--- src/rtl/mcu_slot_arbiter_if.sv ---
// ----------------------------------------------------------------------------
// mcu_slot_arbiter_if
//   Request/grant bundle between the MCU slot arbiter and its neighbours
//   (clock generator strobe, CPU/shifter/DMA requesters, address mux and
//   RAM cycle generator).
//
//   slot_en    one-clk32 strobe at the start of every memory slot
//   cpu_req    CPU RAM access pending, level
//   vid_req    shifter wants a video word this slot, level
//   snd_req    shifter SREQ; rising edge = one sound word wanted
//   dma_req    disk DMA word request, level
//   gnt_*      one-hot slot owner (cpu/vid/snd/ref/dma), or none
//   src_sel    0 idle, 1 cpu, 2 vid, 3 snd, 4 ref, 5 dma
//   cyc_start  one-clk32 pulse after slot_en when the slot is not idle
//   dma_slot   1 while the current slot is a DMA slot
//   snd_lost   one-clk32 pulse: sound edge arrived while one still pending
//
//   master: requester side (drives slot_en and requests)
//   slave : arbiter side (drives grants and status)
// ----------------------------------------------------------------------------
interface mcu_slot_arbiter_if;
  logic       slot_en;
  logic       cpu_req;
  logic       vid_req;
  logic       snd_req;
  logic       dma_req;
  logic       gnt_cpu;
  logic       gnt_vid;
  logic       gnt_snd;
  logic       gnt_ref;
  logic       gnt_dma;
  logic [2:0] src_sel;
  logic       cyc_start;
  logic       dma_slot;
  logic       snd_lost;

  modport master (
    output slot_en, cpu_req, vid_req, snd_req, dma_req,
    input  gnt_cpu, gnt_vid, gnt_snd, gnt_ref, gnt_dma,
    input  src_sel, cyc_start, dma_slot, snd_lost
  );

  modport slave (
    input  slot_en, cpu_req, vid_req, snd_req, dma_req,
    output gnt_cpu, gnt_vid, gnt_snd, gnt_ref, gnt_dma,
    output src_sel, cyc_start, dma_slot, snd_lost
  );
endinterface

--- src/rtl/mcu_slot_arbiter.sv ---
// ----------------------------------------------------------------------------
// mcu_slot_arbiter
//   Schedules the shared DRAM address/data bus between CPU, video fetch,
//   DMA sound, DRAM refresh and disk DMA. Memory slots alternate CPU slot /
//   DMA slot; one grant is registered per slot on the clk32 edge where
//   slot_en is high and holds until the next slot_en.
//
//   Parameters
//     REF_INTERVAL   DMA slots between refresh requests (>=2)
//     REF_MAX_DEFER  DMA slots a pending refresh may lose before it becomes
//                    urgent and pre-empts video (>=1)
//
//   Ports
//     clk32  32 MHz system clock
//     porb   power-on reset, asynchronous, active low
//     bus    request/grant bundle (slave side), see mcu_slot_arbiter_if
// ----------------------------------------------------------------------------
module mcu_slot_arbiter #(
  parameter int unsigned REF_INTERVAL  = 64,
  parameter int unsigned REF_MAX_DEFER = 4
) (
  input  logic              clk32,
  input  logic              porb,
  mcu_slot_arbiter_if.slave bus
);

  localparam int unsigned RCW = (REF_INTERVAL > 2) ? $clog2(REF_INTERVAL) : 1;
  localparam int unsigned DCW = $clog2(REF_MAX_DEFER + 1);

  localparam logic [RCW-1:0] REF_LAST  = RCW'(REF_INTERVAL - 1);
  localparam logic [DCW-1:0] DEFER_MAX = DCW'(REF_MAX_DEFER);

  typedef enum logic {
    SLOT_CPU,
    SLOT_DMA
  } slot_e;

  typedef enum logic [2:0] {
    SRC_IDLE = 3'd0,
    SRC_CPU  = 3'd1,
    SRC_VID  = 3'd2,
    SRC_SND  = 3'd3,
    SRC_REF  = 3'd4,
    SRC_DMA  = 3'd5
  } src_e;

  slot_e          slot_q,     slot_d;
  src_e           src_q,      src_d;
  logic           cyc_q,      cyc_d;
  logic           dslot_q,    dslot_d;
  logic           lost_q,     lost_d;
  logic           snd_q;
  logic           snd_pend_q, snd_pend_d;
  logic           ref_pend_q, ref_pend_d;
  logic [RCW-1:0] ref_cnt_q,  ref_cnt_d;
  logic [DCW-1:0] defer_q,    defer_d;

  logic snd_rise;
  logic snd_clear;
  logic ref_urgent;
  logic ref_wrap;

  always_ff @(posedge clk32 or negedge porb) begin
    if (!porb) begin
      slot_q     <= SLOT_CPU;
      src_q      <= SRC_IDLE;
      cyc_q      <= 1'b0;
      dslot_q    <= 1'b0;
      lost_q     <= 1'b0;
      snd_q      <= 1'b0;
      snd_pend_q <= 1'b0;
      ref_pend_q <= 1'b0;
      ref_cnt_q  <= '0;
      defer_q    <= '0;
    end else begin
      slot_q     <= slot_d;
      src_q      <= src_d;
      cyc_q      <= cyc_d;
      dslot_q    <= dslot_d;
      lost_q     <= lost_d;
      snd_q      <= bus.snd_req;
      snd_pend_q <= snd_pend_d;
      ref_pend_q <= ref_pend_d;
      ref_cnt_q  <= ref_cnt_d;
      defer_q    <= defer_d;
    end
  end

  always_comb begin
    slot_d     = slot_q;
    src_d      = src_q;
    cyc_d      = 1'b0;
    dslot_d    = dslot_q;
    ref_pend_d = ref_pend_q;
    ref_cnt_d  = ref_cnt_q;
    defer_d    = defer_q;

    snd_rise   = bus.snd_req & ~snd_q;
    ref_urgent = ref_pend_q && (defer_q >= DEFER_MAX);
    ref_wrap   = (ref_cnt_q == REF_LAST);

    if (bus.slot_en) begin
      unique case (slot_q)
        SLOT_CPU: begin
          slot_d  = SLOT_DMA;
          dslot_d = 1'b0;
          // Disk DMA may borrow a CPU slot the CPU leaves idle.
          if (bus.cpu_req)      src_d = SRC_CPU;
          else if (bus.dma_req) src_d = SRC_DMA;
          else                  src_d = SRC_IDLE;
        end
        SLOT_DMA: begin
          slot_d  = SLOT_CPU;
          dslot_d = 1'b1;
          if (ref_urgent)       src_d = SRC_REF;
          else if (bus.vid_req) src_d = SRC_VID;
          else if (snd_pend_q)  src_d = SRC_SND;
          else if (ref_pend_q)  src_d = SRC_REF;
          else if (bus.dma_req) src_d = SRC_DMA;
          else                  src_d = SRC_IDLE;

          ref_cnt_d = ref_wrap ? '0 : ref_cnt_q + 1'b1;

          // A wrap is a fresh request: it survives a coincident refresh
          // grant, and when it is not granted it already counts as a
          // lost slot, just like an older pending refresh.
          if (src_d == SRC_REF) begin
            ref_pend_d = ref_wrap;
            defer_d    = '0;
          end else if (ref_pend_q || ref_wrap) begin
            ref_pend_d = 1'b1;
            if (defer_q < DEFER_MAX) defer_d = defer_q + 1'b1;
          end
        end
        default: slot_d = SLOT_CPU;
      endcase
      cyc_d = (src_d != SRC_IDLE);
    end

    // A rise coinciding with the sound grant re-arms the request rather
    // than being reported lost.
    snd_clear  = bus.slot_en && (src_d == SRC_SND);
    lost_d     = snd_rise & snd_pend_q & ~snd_clear;
    snd_pend_d = (snd_pend_q & ~snd_clear) | snd_rise;
  end

  assign bus.gnt_cpu   = (src_q == SRC_CPU);
  assign bus.gnt_vid   = (src_q == SRC_VID);
  assign bus.gnt_snd   = (src_q == SRC_SND);
  assign bus.gnt_ref   = (src_q == SRC_REF);
  assign bus.gnt_dma   = (src_q == SRC_DMA);
  assign bus.src_sel   = src_q;
  assign bus.cyc_start = cyc_q;
  assign bus.dma_slot  = dslot_q;
  assign bus.snd_lost  = lost_q;

endmodule
--- src/flat_wrapper.sv ---
// flat-port wrapper written by rule: the top's interface ports become plain ports
module mcu_slot_arbiter_flat 
#(
  parameter int unsigned REF_INTERVAL  = 64,
  parameter int unsigned REF_MAX_DEFER = 4
)
  (clk32, porb, bus_slot_en, bus_cpu_req, bus_vid_req, bus_snd_req, bus_dma_req, bus_gnt_cpu, bus_gnt_vid, bus_gnt_snd, bus_gnt_ref, bus_gnt_dma, bus_src_sel, bus_cyc_start, bus_dma_slot, bus_snd_lost);
  mcu_slot_arbiter_if bus_i ();
  input  logic clk32;
  input  logic porb;
  input wire logic [$bits(bus_i.slot_en)-1:0] bus_slot_en;
  input wire logic [$bits(bus_i.cpu_req)-1:0] bus_cpu_req;
  input wire logic [$bits(bus_i.vid_req)-1:0] bus_vid_req;
  input wire logic [$bits(bus_i.snd_req)-1:0] bus_snd_req;
  input wire logic [$bits(bus_i.dma_req)-1:0] bus_dma_req;
  output wire logic [$bits(bus_i.gnt_cpu)-1:0] bus_gnt_cpu;
  output wire logic [$bits(bus_i.gnt_vid)-1:0] bus_gnt_vid;
  output wire logic [$bits(bus_i.gnt_snd)-1:0] bus_gnt_snd;
  output wire logic [$bits(bus_i.gnt_ref)-1:0] bus_gnt_ref;
  output wire logic [$bits(bus_i.gnt_dma)-1:0] bus_gnt_dma;
  output wire logic [$bits(bus_i.src_sel)-1:0] bus_src_sel;
  output wire logic [$bits(bus_i.cyc_start)-1:0] bus_cyc_start;
  output wire logic [$bits(bus_i.dma_slot)-1:0] bus_dma_slot;
  output wire logic [$bits(bus_i.snd_lost)-1:0] bus_snd_lost;
  assign bus_i.slot_en = bus_slot_en;
  assign bus_i.cpu_req = bus_cpu_req;
  assign bus_i.vid_req = bus_vid_req;
  assign bus_i.snd_req = bus_snd_req;
  assign bus_i.dma_req = bus_dma_req;
  assign bus_gnt_cpu = bus_i.gnt_cpu;
  assign bus_gnt_vid = bus_i.gnt_vid;
  assign bus_gnt_snd = bus_i.gnt_snd;
  assign bus_gnt_ref = bus_i.gnt_ref;
  assign bus_gnt_dma = bus_i.gnt_dma;
  assign bus_src_sel = bus_i.src_sel;
  assign bus_cyc_start = bus_i.cyc_start;
  assign bus_dma_slot = bus_i.dma_slot;
  assign bus_snd_lost = bus_i.snd_lost;
  mcu_slot_arbiter #(.REF_INTERVAL(REF_INTERVAL), .REF_MAX_DEFER(REF_MAX_DEFER)) u_core (.clk32(clk32), .porb(porb), .bus(bus_i));
endmodule
--- config.mk ---
export PLATFORM = sky130hd
export DESIGN_NAME = mcu_slot_arbiter_flat
export DESIGN_NICKNAME = d
export VERILOG_FILES = /design/src/rtl/mcu_slot_arbiter_if.sv /design/src/rtl/mcu_slot_arbiter.sv /design/src/flat_wrapper.sv
export SDC_FILE = /design/constraint.sdc
export NUM_CORES = 1
export LEC_CHECK = 0
export ABC_CLOCK_PERIOD_IN_PS = 1320
export CAP_MARGIN = 20
export CELL_PAD_IN_SITES_DETAIL_PLACEMENT = 0
export CELL_PAD_IN_SITES_GLOBAL_PLACEMENT = 2
export CORE_ASPECT_RATIO = 1.2
export CORE_MARGIN = 10
export CORE_UTILIZATION = 30
export CTS_CLUSTER_DIAMETER = 100
export DETAILED_ROUTE_END_ITERATION = 10
export HOLD_SLACK_MARGIN = 0.08
export PLACE_DENSITY_LB_ADDON = 0.12
export REMOVE_ABC_BUFFERS = 1
export SKIP_CTS_REPAIR_TIMING = 1
export SLEW_MARGIN = 10
export SYNTH_ARGS = -nofsm -noshare
export SYNTH_HDL_FRONTEND = slang
export SYNTH_SLANG_ARGS = --single-unit
export TNS_END_PERCENT = 1
--- constraint.sdc ---
create_clock -name clk32 -period 1.32 [get_ports clk32]
set_input_delay 0.198 -clock clk32 [delete_from_list [all_inputs] [get_ports clk32]]
set_output_delay 0.198 -clock clk32 [all_outputs]
set_load 0.03 [all_outputs]
Word-level counts from Yosys, hierarchy flattened. Cells that the tools add are included.

Output and inout port bits: 11. Bits in registers: 19. Word-level logic and storage cells: 59.

Equality and inequality tests: 8. Add/subtract/negate cells: 2. Magnitude comparators: 2. Reductions and logical operators: 9. Multiplexer cells: 20. Bitwise gates (word level): 8.

Operators with widths (number): $mux 3 (13); $eq 3x2->1 const B (3); $eq 3x3->1 const B (3); $add 6x1->6 const B (1); $eq 6x6->1 const B (1); $mux 6 (1); $pmux 3 s2 (1); $and 1x1->1 (4); $pmux 1 s2 (2); $reduce_and 4->1 (1); $reduce_bool 2->1 (2); $add 3x1->3 const B (1); $eq 3x1->1 const B (1); $ge 3x3->1 const B (1); $lt 3x3->1 const B (1); $mux 1 (3); $not 1->1 (3); $reduce_and 3->1 (1); $reduce_bool 3->1 (1); $logic_and 1x1->1 (2); $reduce_and 2->1 (1); $logic_or 1x1->1 (1); $or 1x1->1 (1).

Depth between registers and ports, before layout. Gate-level depths: netlist (run 1).

Word-level depth: 15. Mapped depth: 5. Mapped depth without buffers: 4.

Worst setup path before layout (run 1). OpenSTA, ideal clock, no wires.

Kind: reg2out. Start: register u_core.src_q[1] (netlist: u_core.bus.src_sel[1]). End: output port bus_gnt_snd. Path slack: -0.275 ns. Data required time: 1.122 ns. Buffers on the path: 0. Arrival time: 1.397 ns. Stages on the path, launching flop included: 3. Cells stage by stage: dfrtp_1 inv_1 nor3b_1.

Cells in the longest elaborated chain, start to end: 1.

Ends and longest elaborated chain: from (decl) (line mcu_slot_arbiter.sv:48) `src_e src_q, src_d;`; from (signal assigned) (line mcu_slot_arbiter.sv:77) `src_q <= src_d;`; $eq 3x2->1 (line mcu_slot_arbiter.sv:149) `assign bus.gnt_snd = (src_q == SRC_SND);`; to (decl) (line flat_wrapper.sv:18) `output wire logic [$bits(bus_i.gnt_snd)-1:0] bus_gnt_snd;`.

Every way passes these cells.

Final worst setup path (run 1).
Start: register u_core.src_q[1] (netlist: u_core.bus.src_sel[1]). End: output port bus_gnt_dma.

Cells in the longest elaborated chain, start to end: 1.

Ends and longest elaborated chain: $eq 3x3->1 (line mcu_slot_arbiter.sv:151) `assign bus.gnt_dma = (src_q == SRC_DMA);`; to (decl) (line flat_wrapper.sv:20) `output wire logic [$bits(bus_i.gnt_dma)-1:0] bus_gnt_dma;`.

Every way passes these cells.

==> results.toml, run 1 <==
[critical_path]
cp_num_buf_inv = 3
crit_arrival_ns = 1.16
cp_cell_sequence = "buf_6 > inv_2 > and3_1 > buf_6"
cp_common_cell = "buf_6"
worst_ep_required_time_ns = 1.12
critPathLaunchType = "register"
path_max_fanout = 4
critPathTopFamily = "flip-flops"
rrSetupSlack_ns = 0.06
endpoint_kind = "output port"
crit_type = "register to output port"
slowest_delay_ns = 0.39
crit_slowest_cell = "dfrtp_1"

[clocking]
htree_levels = 1
root_buffer = "clkbuf_8"
cts_made_buffers = 3
cts_tree = "yes"
clk_pin_slew_ns = 0.08
cts_buffer_depth = 2
numClockSinks = 19
clock_latency_ns = 0.26

[sta]
setup-violations-final = 3
hold_violations = 0
slew_headroom_pct = 77.27
finalMaxSlewViolations = 0
skew_ns = 0.004464
finalHoldWorstSlack_ns = 0.2758
finalCritPeriodShare_pct = 102.9
post-route-min-period_ns = 1.358
max_freq_mhz = 736.4
tightest_slew_ns = 0.3381
layout_setup_ws_ns = -0.03801
rsz0062_at_grt = "true"

[hold_path]
hold_class = "primary input to async pin"

[drt]
num_vias = 871
detailroute.wirelength.met3_um = 105
dr_wl_met2_um = 1116
drt_first_iter_violations = 37
viasPerCell = 5.094
drc = 0
met1Wirelength_um = 1252
drt-pass1-iter-count = 4
top_layer = "met4"
drt_wl_total_um = 2520
wl_per_cell_um = 14.74
ant_nets = 0

[die]
io_pins = 18
core_sq_um = 3396
dieArea_sq_um = 6370
die_w_um = 74.55
fp.dieH_um = 85.46
core.rowCount = 23
initial_core_util_pct = 31.54

[power_and_ir_drop]
p_int_uw = 1463
p_sw_uw = 1040
leakage_uw = 0.0006881
clockPowerShare_pct = 16.9
swShare_pct = 41.56
combPwrFrac_pct = 45.6
peakVddDrop_uv = 705.4
powerDensity_nw_per_um2 = 1741
power.share.sequential_pct = 37.5

[cells_and_area]
diodes = 0
final_layout_size_suffix_gt1_share_pct = 32.09
fin_nets = 144
mostFrequentLayoutCells = "buf_4 (22), dfrtp_1 (17), nor2_1 (10), nand2_1 (10)"
multi_input_area_sq_um = 553.0
fillers = 342
area_delta_synth_final_pct = 34.23
regArea_sq_um = 478.0
layout_commonest_cell = "buf_4"

[synthesis]
synth_edf_count = 0
syn_area_per_cell_sq_um = 10.60
yosys_warnings = 0
synthDistinctLibCells = 40
ys_seq_elements = 19
yosysSeqAreaShare_pct = 44.39
async_flop_share_pct = 100.0
syn_area_sq_um = 1071
synth_cells = 101
synth_top_area_share_pct = 44.39
synthTopCellsByArea = "dfrtp_1 (44%), buf_6 (5.3%), o31ai_4 (4.0%), nand2_1 (3.9%), nor2_1 (3.5%)"
synth-main-ff-cell = "dfrtp_1"
yosysTopAreaCell = "dfrtp_1"

[placement]
pre_cts_slack_ns = -0.2988
gp_congestion = 0.8223
numPortBuffers = 17
hpwl_um = 1883

[global_route]
antenna_found_initial = 0
grt_pass1_wl_um = 4002
grt_pass1_vias = 780
grt_overflow = 0
grt_max_degree = 20
track_usage_pct = 8.060

[run_status]
status = "complete, but fails checks"
failed_checks = "negative setup slack"

[flow_run]
max-cap-violations = 0
-- registers in the layout (all words and copies together), names as in the netlist --
| signal | flops |
|---|---|
| u_core.bus.dma_slot | 1 |
| u_core.ref_cnt_q | 6 |
| u_core.bus.snd_lost | 1 |
| u_core.bus.src_sel | 3 |
| u_core.snd_q | 1 |
| u_core.slot_q | 1 |
| u_core.defer_q | 3 |
| u_core.ref_pend_q | 1 |
| u_core.snd_pend_q | 1 |
| u_core.bus.cyc_start | 1 |
-- worst register-to-register path, cell delays in order (launching register included) --
cell and delay (ns):
dfrtp_1 0.42, ha_4 0.19, nand3_4 0.10, nor4_1 0.07, or3_1 0.36
-- routing by layer --
| metal | vias up | GRT usage (%) |
|---|---|---|
| met5 | - | 0 |
| met4 | 0 | 3.621 |
| met3 | 5 | 1.981 |
| met2 | 20 | 11.27 |
| met1 | 410 | 11.21 |
| li1 | 436 | - |
-- power groups by stage --
stage / sequential [uW] / combinational [uW] / clock, uW
6_report: 939 / 1140 / 423
5_1_grt: 964 / 1230 / 477
4_1_cts: 916 / 1110 / 440
3_5_place_dp: 923 / 1110 / 0
3_3_place_gp: 922 / 1080 / 0
2_1_floorplan: 1030 / 493 / 0
-- final cells by class --
| class | instances | share of cell area [%] |
|---|---|---|
| well taps | 37 | 3.220 |
| repair buffers | 34 | 20.89 |
| clock buffers | 3 | 2.872 |
| multi-input cells | 74 | 38.47 |
| inverters | 3 | 0.7833 |
| flip-flops and latches | 19 | 33.25 |
| clock inverters | 1 | 0.5222 |
-- worst paths after layout --
check                                           startpoint                              end  depth (start not counted)
min in group clk32                             bus_snd_req           u_core.snd_q$_DFF_PN0_                          1
hold / removal                                        porb  u_core.bus.src_sel[1]$_DFF_PN0_                          2
setup reg to reg           u_core.ref_cnt_q[0]$_DFFE_PN0P_    u_core.defer_q[2]$_DFFE_PN0P_                          4
max in group asynchronous                             porb    u_core.ref_pend_q$_DFFE_PN0P_                          2
hold reg to reg              u_core.defer_q[1]$_DFFE_PN0P_    u_core.defer_q[1]$_DFFE_PN0P_                          1
setup / recovery           u_core.bus.src_sel[1]$_DFF_PN0_                      bus_gnt_dma                          4
-- stage by stage --
step | instance area [sq um] | power (uW) | utilization [%] | std cells | TNS, ns
2_1_floorplan | 1015 | 1523 | - | 96 | -0.9452
3_3_place_gp | 1341 | 2007 | 39.50 | 167 | -2.889
3_5_place_dp | 1341 | 2030 | 39.50 | 167 | -3.051
4_1_cts | 1390 | 2463 | 40.94 | 171 | -1.074
5_1_grt | 1438 | 2674 | 42.34 | 171 | -0.2951
6_report | 1438 | 2503 | 42.34 | 171 | -0.06508
-- cells by family after synthesis --
family | after synthesis | share of synthesized area, %
and+or+nand+nor | 46 | 24.88
AOI/OAI and AO/OA | 23 | 19.63
DFF | 19 | 44.39
buffers and inverters | 8 | 6.308
xor gates and xnor gates | 3 | 2.454
adders and majority gates | 2 | 2.336
-- synthesized netlist by cell type, drive strengths merged, types with 2 or more instances --
library cell,count
a21oi,2
and2,2
nor3b,4
xor2,2
nor4,2
inv,3
dfrtp,19
nand2b,2
o21ai,5
nand3,4
or3,2
nand2,12
o31ai,3
nor2,10
buf,5
ha,2
nor3,4
Note: power is estimated with default switching activity, not from simulation.
==> run 2: changes to the inputs <==
CAP_MARGIN = unset   (was 20)
PLACE_DENSITY_LB_ADDON = 0.25   (was 0.12)
==> run 2 against run 1 <==
- highest routed layer unchanged
- critical endpoint is now bus_gnt_cpu
- total power fell by 2.2%
- the run now ends clean
- via count rose by 0.92%
- largest cell class unchanged
- clock power fell by 4%
- non-clock buffer count fell by 1
- core utilization fell by 0.66 points
- largest power group unchanged
- setup slack improved by 0.067 ns
- sequential share of layout area rose by 0.53 points
- critical path depth fell by 2
- final area fell by 1.6%
==> results.toml, run 2 (synthesized netlist as in run 1, its figures left out) <==
[sta]
hold_violations = 0
setup-violations-final = 0
max_freq_mhz = 774.5
layout_setup_ws_ns = 0.02880
skew_ns = 0.001707
tightest_slew_ns = 0.3275
finalMaxSlewViolations = 0
post-route-min-period_ns = 1.291
rsz0062_at_grt = "true"
finalCritPeriodShare_pct = 97.82
slew_headroom_pct = 78.13
finalHoldWorstSlack_ns = 0.2805

[drt]
drt_wl_total_um = 2472
drt-pass1-iter-count = 2
drt_first_iter_violations = 11
drc = 0
num_vias = 879
wl_per_cell_um = 14.54
viasPerCell = 5.171
ant_nets = 0

[critical_path]
path_max_fanout = 7
rrSetupSlack_ns = 0.07
endpoint_kind = "output port"
worst_ep_required_time_ns = 1.12
cp_cell_sequence = "nor3b_1 > buf_4"
critPathLaunchType = "register"
crit_type = "register to output port"
slowest_delay_ns = 0.44
crit_slowest_cell = "dfrtp_2"
r2r-end = "u_core.defer_q[2]$_DFFE_PN0P_"
r2r-start = "u_core.ref_cnt_q[0]$_DFFE_PN0P_"
crit_arrival_ns = 1.09
worst-r2r-cell-count = 4

[die]
dieArea_sq_um = 6370
fp.dieH_um = 85.46
io_pins = 18
die_w_um = 74.55
initial_core_util_pct = 31.54
core_sq_um = 3396
core.rowCount = 23

[placement]
place_area_sq_um = 1334
dpl.cell_count = 166
numPortBuffers = 17
gp_congestion = 0.7745
hpwl_um = 1877
pre_cts_slack_ns = -0.2543

[clocking]
root_buffer = "clkbuf_8"
cts_made_buffers = 3
cts_buffer_depth = 2
clk_pin_slew_ns = 0.07
cts_tree = "yes"
htree_levels = 1
clock_latency_ns = 0.25
numClockSinks = 19

[global_route]
track_usage_pct = 8.190
grt_max_degree = 20
grt_pass1_wl_um = 4091
antenna_found_initial = 0
grt_overflow = 0
grt_pass1_vias = 884

[cells_and_area]
fin_nets = 143
diodes = 0
area_delta_synth_final_pct = 32.13
largest-register = "u_core.ref_cnt_q"
mostFrequentLayoutCells = "buf_4 (22), dfrtp_1 (17), nand2_1 (11)"
largest_reg_flops = 6
layout_commonest_cell = "buf_4"
fin_cells = 170
design_area_sq_um = 1415
final_layout_size_suffix_gt1_share_pct = 29.32

[power_and_ir_drop]
leakage_uw = 0.0006803
powerDensity_nw_per_um2 = 1730
p_total_uw = 2448
peakVddDrop_uv = 739.2

[flow_run]
max-cap-violations = 0

[hold_path]
hold_class = "primary input to async pin"

[run_status]
status = "finished, final reports clean"
run 2: cell type report:
| class | instances | area, sq um |
|---|---|---|
| fill | 343 | 1981 |
| tap | 37 | 46.29 |
| inverter | 3 | 11.26 |
| sequential | 19 | 478.0 |
| multi-input combinational | 74 | 545.5 |
| clock buffer | 4 | 45.04 |
| timing repair buffer | 33 | 289.0 |
run 2: worst max path at each step:
stage	from	end	slack, ns	cells after the start
after detailed placement	bus_slot_en	u_core.defer_q[2]$_DFFE_PN0P_	-0.25	4
after CTS	u_core.bus.src_sel[1]$_DFF_PN0_	bus_src_sel[1]	-0.21	1
after floorplan	u_core.bus.src_sel[1]$_DFF_PN0_	bus_gnt_snd	-0.27	2
after global routing	u_core.bus.src_sel[1]$_DFF_PN0_	bus_gnt_snd	-0.08	3
after global placement	bus_slot_en	u_core.defer_q[2]$_DFFE_PN0P_	-0.22	4
final	u_core.bus.src_sel[2]$_DFF_PN0_	bus_gnt_cpu	0.03	2
run 2: per-layer routing:
layer,global-route usage [%],part of all wire [%]
met5,0,0
met4,3.793,1.5
met3,2.797,4.6
met2,13.40,49
met1,9.227,45
run 2: through the flow:
stage	util, %	TNS [ns]
floorplan	-	-0.9452
global placement	39.28	-2.014
detailed placement	39.28	-2.542
CTS	40.60	-0.6870
global route	41.67	-0.1708
finish	41.67	0
run 2: power breakdown:
part	switching (uW)	internal (uW)
clock network	190	214
logic	603	499
registers	208	734
run 2: worst max-delay path: cells and delay by family (launching register included):
family	cells	cell delay [ns]
DFF	1	0.44
and+or+nand+nor	1	0.20
buffers and inverters	1	0.19
==> run 3: changes to the inputs <==
ABC_CLOCK_PERIOD_IN_PS = 1270   (was 1320)
CORE_ASPECT_RATIO = 0.7   (was 1.2)
CORE_UTILIZATION = 33   (was 30)
clock period = 1.27 ns   (was 1.32 ns; I/O delays follow)
==> run 3 against run 2 <==
- the flow now finishes with violations (negative setup slack)
- critical path depth unchanged
- die area decreased by 6.4%
- global-route usage increased by 0.31 points
- count of clock-buffer cells in the layout unchanged
- sequential power increased by 3.6%
- register-to-register slack got worse by 0.02 ns
- hold slack got worse by 0.017 ns
- routed wire length decreased by 1.4%
- critical path type unchanged
==> results.toml, run 3 (synthesized netlist as in run 1, its figures left out) <==
[sta]
post-route-min-period_ns = 1.293
layout_setup_ws_ns = -0.02271
tightest_slew_ns = 0.3312
max_freq_mhz = 773.6
hold_violations = 0
finalMaxSlewViolations = 0
setup-violations-final = 5
rsz0062_at_grt = "true"
slew_headroom_pct = 77.88
skew_ns = 0.005289
finalCritPeriodShare_pct = 101.8

[critical_path]
path_max_fanout = 7
critPathLaunchType = "register"
crit_type = "register to output port"
worst-r2r-cell-count = 4
crit_arrival_ns = 1.10
worst_ep_required_time_ns = 1.08
endpoint_kind = "output port"

[run_status]
status = "complete, but fails checks"
failed_checks = "negative setup slack"

[drt]
drt-pass1-iter-count = 4
ant_nets = 0
drt_wl_total_um = 2437
wl_per_cell_um = 14.01
num_vias = 845
drc = 0
viasPerCell = 4.856
drt_first_iter_violations = 30

[placement]
place_area_sq_um = 1355
numPortBuffers = 17
hpwl_um = 1896
gp_congestion = 0.7629

[clocking]
htree_levels = 1
clk_pin_slew_ns = 0.07
clock_latency_ns = 0.25
numClockSinks = 19
cts_made_buffers = 3
cts_buffer_depth = 2
root_buffer = "clkbuf_8"
cts_tree = "yes"

[global_route]
grt_max_degree = 20
track_usage_pct = 8.502
grt_pass1_wl_um = 3974
grt_pass1_vias = 828
grt_overflow = 0
antenna_found_initial = 0

[cells_and_area]
regArea_sq_um = 478.0
fin_nets = 146
mostFrequentLayoutCells = "buf_4 (26), dfrtp_1 (17), nand2_1 (11)"
largest-register = "u_core.ref_cnt_q"
area_delta_synth_final_pct = 34.81
diodes = 0
fillers = 293
layout_commonest_cell = "buf_4"
final_util_pct = 46.18
final_layout_size_suffix_gt1_share_pct = 33.82
design_area_sq_um = 1444
multi_input_area_sq_um = 555.5
largest_reg_flops = 6

[die]
core.rowCount = 17
die_w_um = 88.09
dieArea_sq_um = 5961
core_sq_um = 3127
initial_core_util_pct = 34.25
io_pins = 18
fp.dieH_um = 67.67

[flow_run]
max-cap-violations = 0

[power_and_ir_drop]
leakage_uw = 0.0006840
swShare_pct = 40.65
p_int_uw = 1507
peakVddDrop_uv = 689.7
clockPowerShare_pct = 16.0
power.share.sequential_pct = 38.4
powerDensity_nw_per_um2 = 1759
p_sw_uw = 1032
combPwrFrac_pct = 45.5

[hold_path]
hold_class = "primary input to async pin"
## run 3: cell count changes in the layout (fill, tap and decap cells not counted)
cell            change
ha_1                -1
buf_4               +4
ha_2                +1
nor2_2              +1
nor2_1              -1
nor3b_2             +1
dlymetal6s2s_1      -1
nor3b_1             -1
## run 3: routing by layer
layer	vias up	track usage [%]	wire length (um)
li1	437	-	-
met1	394	11.72	1263
met2	14	12.23	1051
met3	0	3.726	122
met4	0	1.172	0
met5	-	0	0
## run 3: critical path, stage by stage (launching register included)
cell and delay [ns]:
dfrtp_2 0.46, nor3_1 0.20, buf_4 0.19
## run 3: layout make-up
cell class	count	area share, %
multi-input combinational	74	38.48
sequential	19	33.10
timing repair buffer	36	21.23
inverter	3	0.7799
clock buffer	4	3.120
tap	38	3.293
## run 3: final timing paths
path                                                 startpoint                               to  slack, ns
min in group clk32                                  bus_snd_req           u_core.snd_q$_DFF_PN0_       0.42
worst min-delay path                                       porb  u_core.ref_cnt_q[2]$_DFFE_PN0P_       0.26
max in group asynchronous                                  porb    u_core.ref_pend_q$_DFFE_PN0P_       0.78
worst min register to register           u_core.snd_q$_DFF_PN0_    u_core.bus.snd_lost$_DFF_PN0_       0.51
worst max-delay path            u_core.bus.src_sel[2]$_DFF_PN0_                      bus_gnt_vid      -0.02
worst max register to register  u_core.ref_cnt_q[1]$_DFFE_PN0P_    u_core.defer_q[0]$_DFFE_PN0P_       0.05
## run 3: power groups by stage
stage          registers (uW)  clock network, uW  logic [uW]
4_1_cts                   954                426        1130
2_1_floorplan            1070                  0         512
6_report                  976                406        1160
3_5_place_dp              964                  0        1130
3_3_place_gp              961                  0        1120
5_1_grt                  1010                466        1260
## run 3: metrics by stage
step                std cells  setup WS (ns)  hold slack, ns  total power [uW]   TNS, ns
detailed placement        170        -0.3253          0.4931              2094    -3.786
floorplan                  96        -0.3174         -0.1051              1583    -1.143
global route              174        -0.1141          0.3051              2729   -0.4696
CTS                       174        -0.2001          0.2728              2515    -1.068
global placement          170        -0.3054          0.4844              2076    -3.412
finish                    174       -0.02271          0.2638              2540  -0.06975
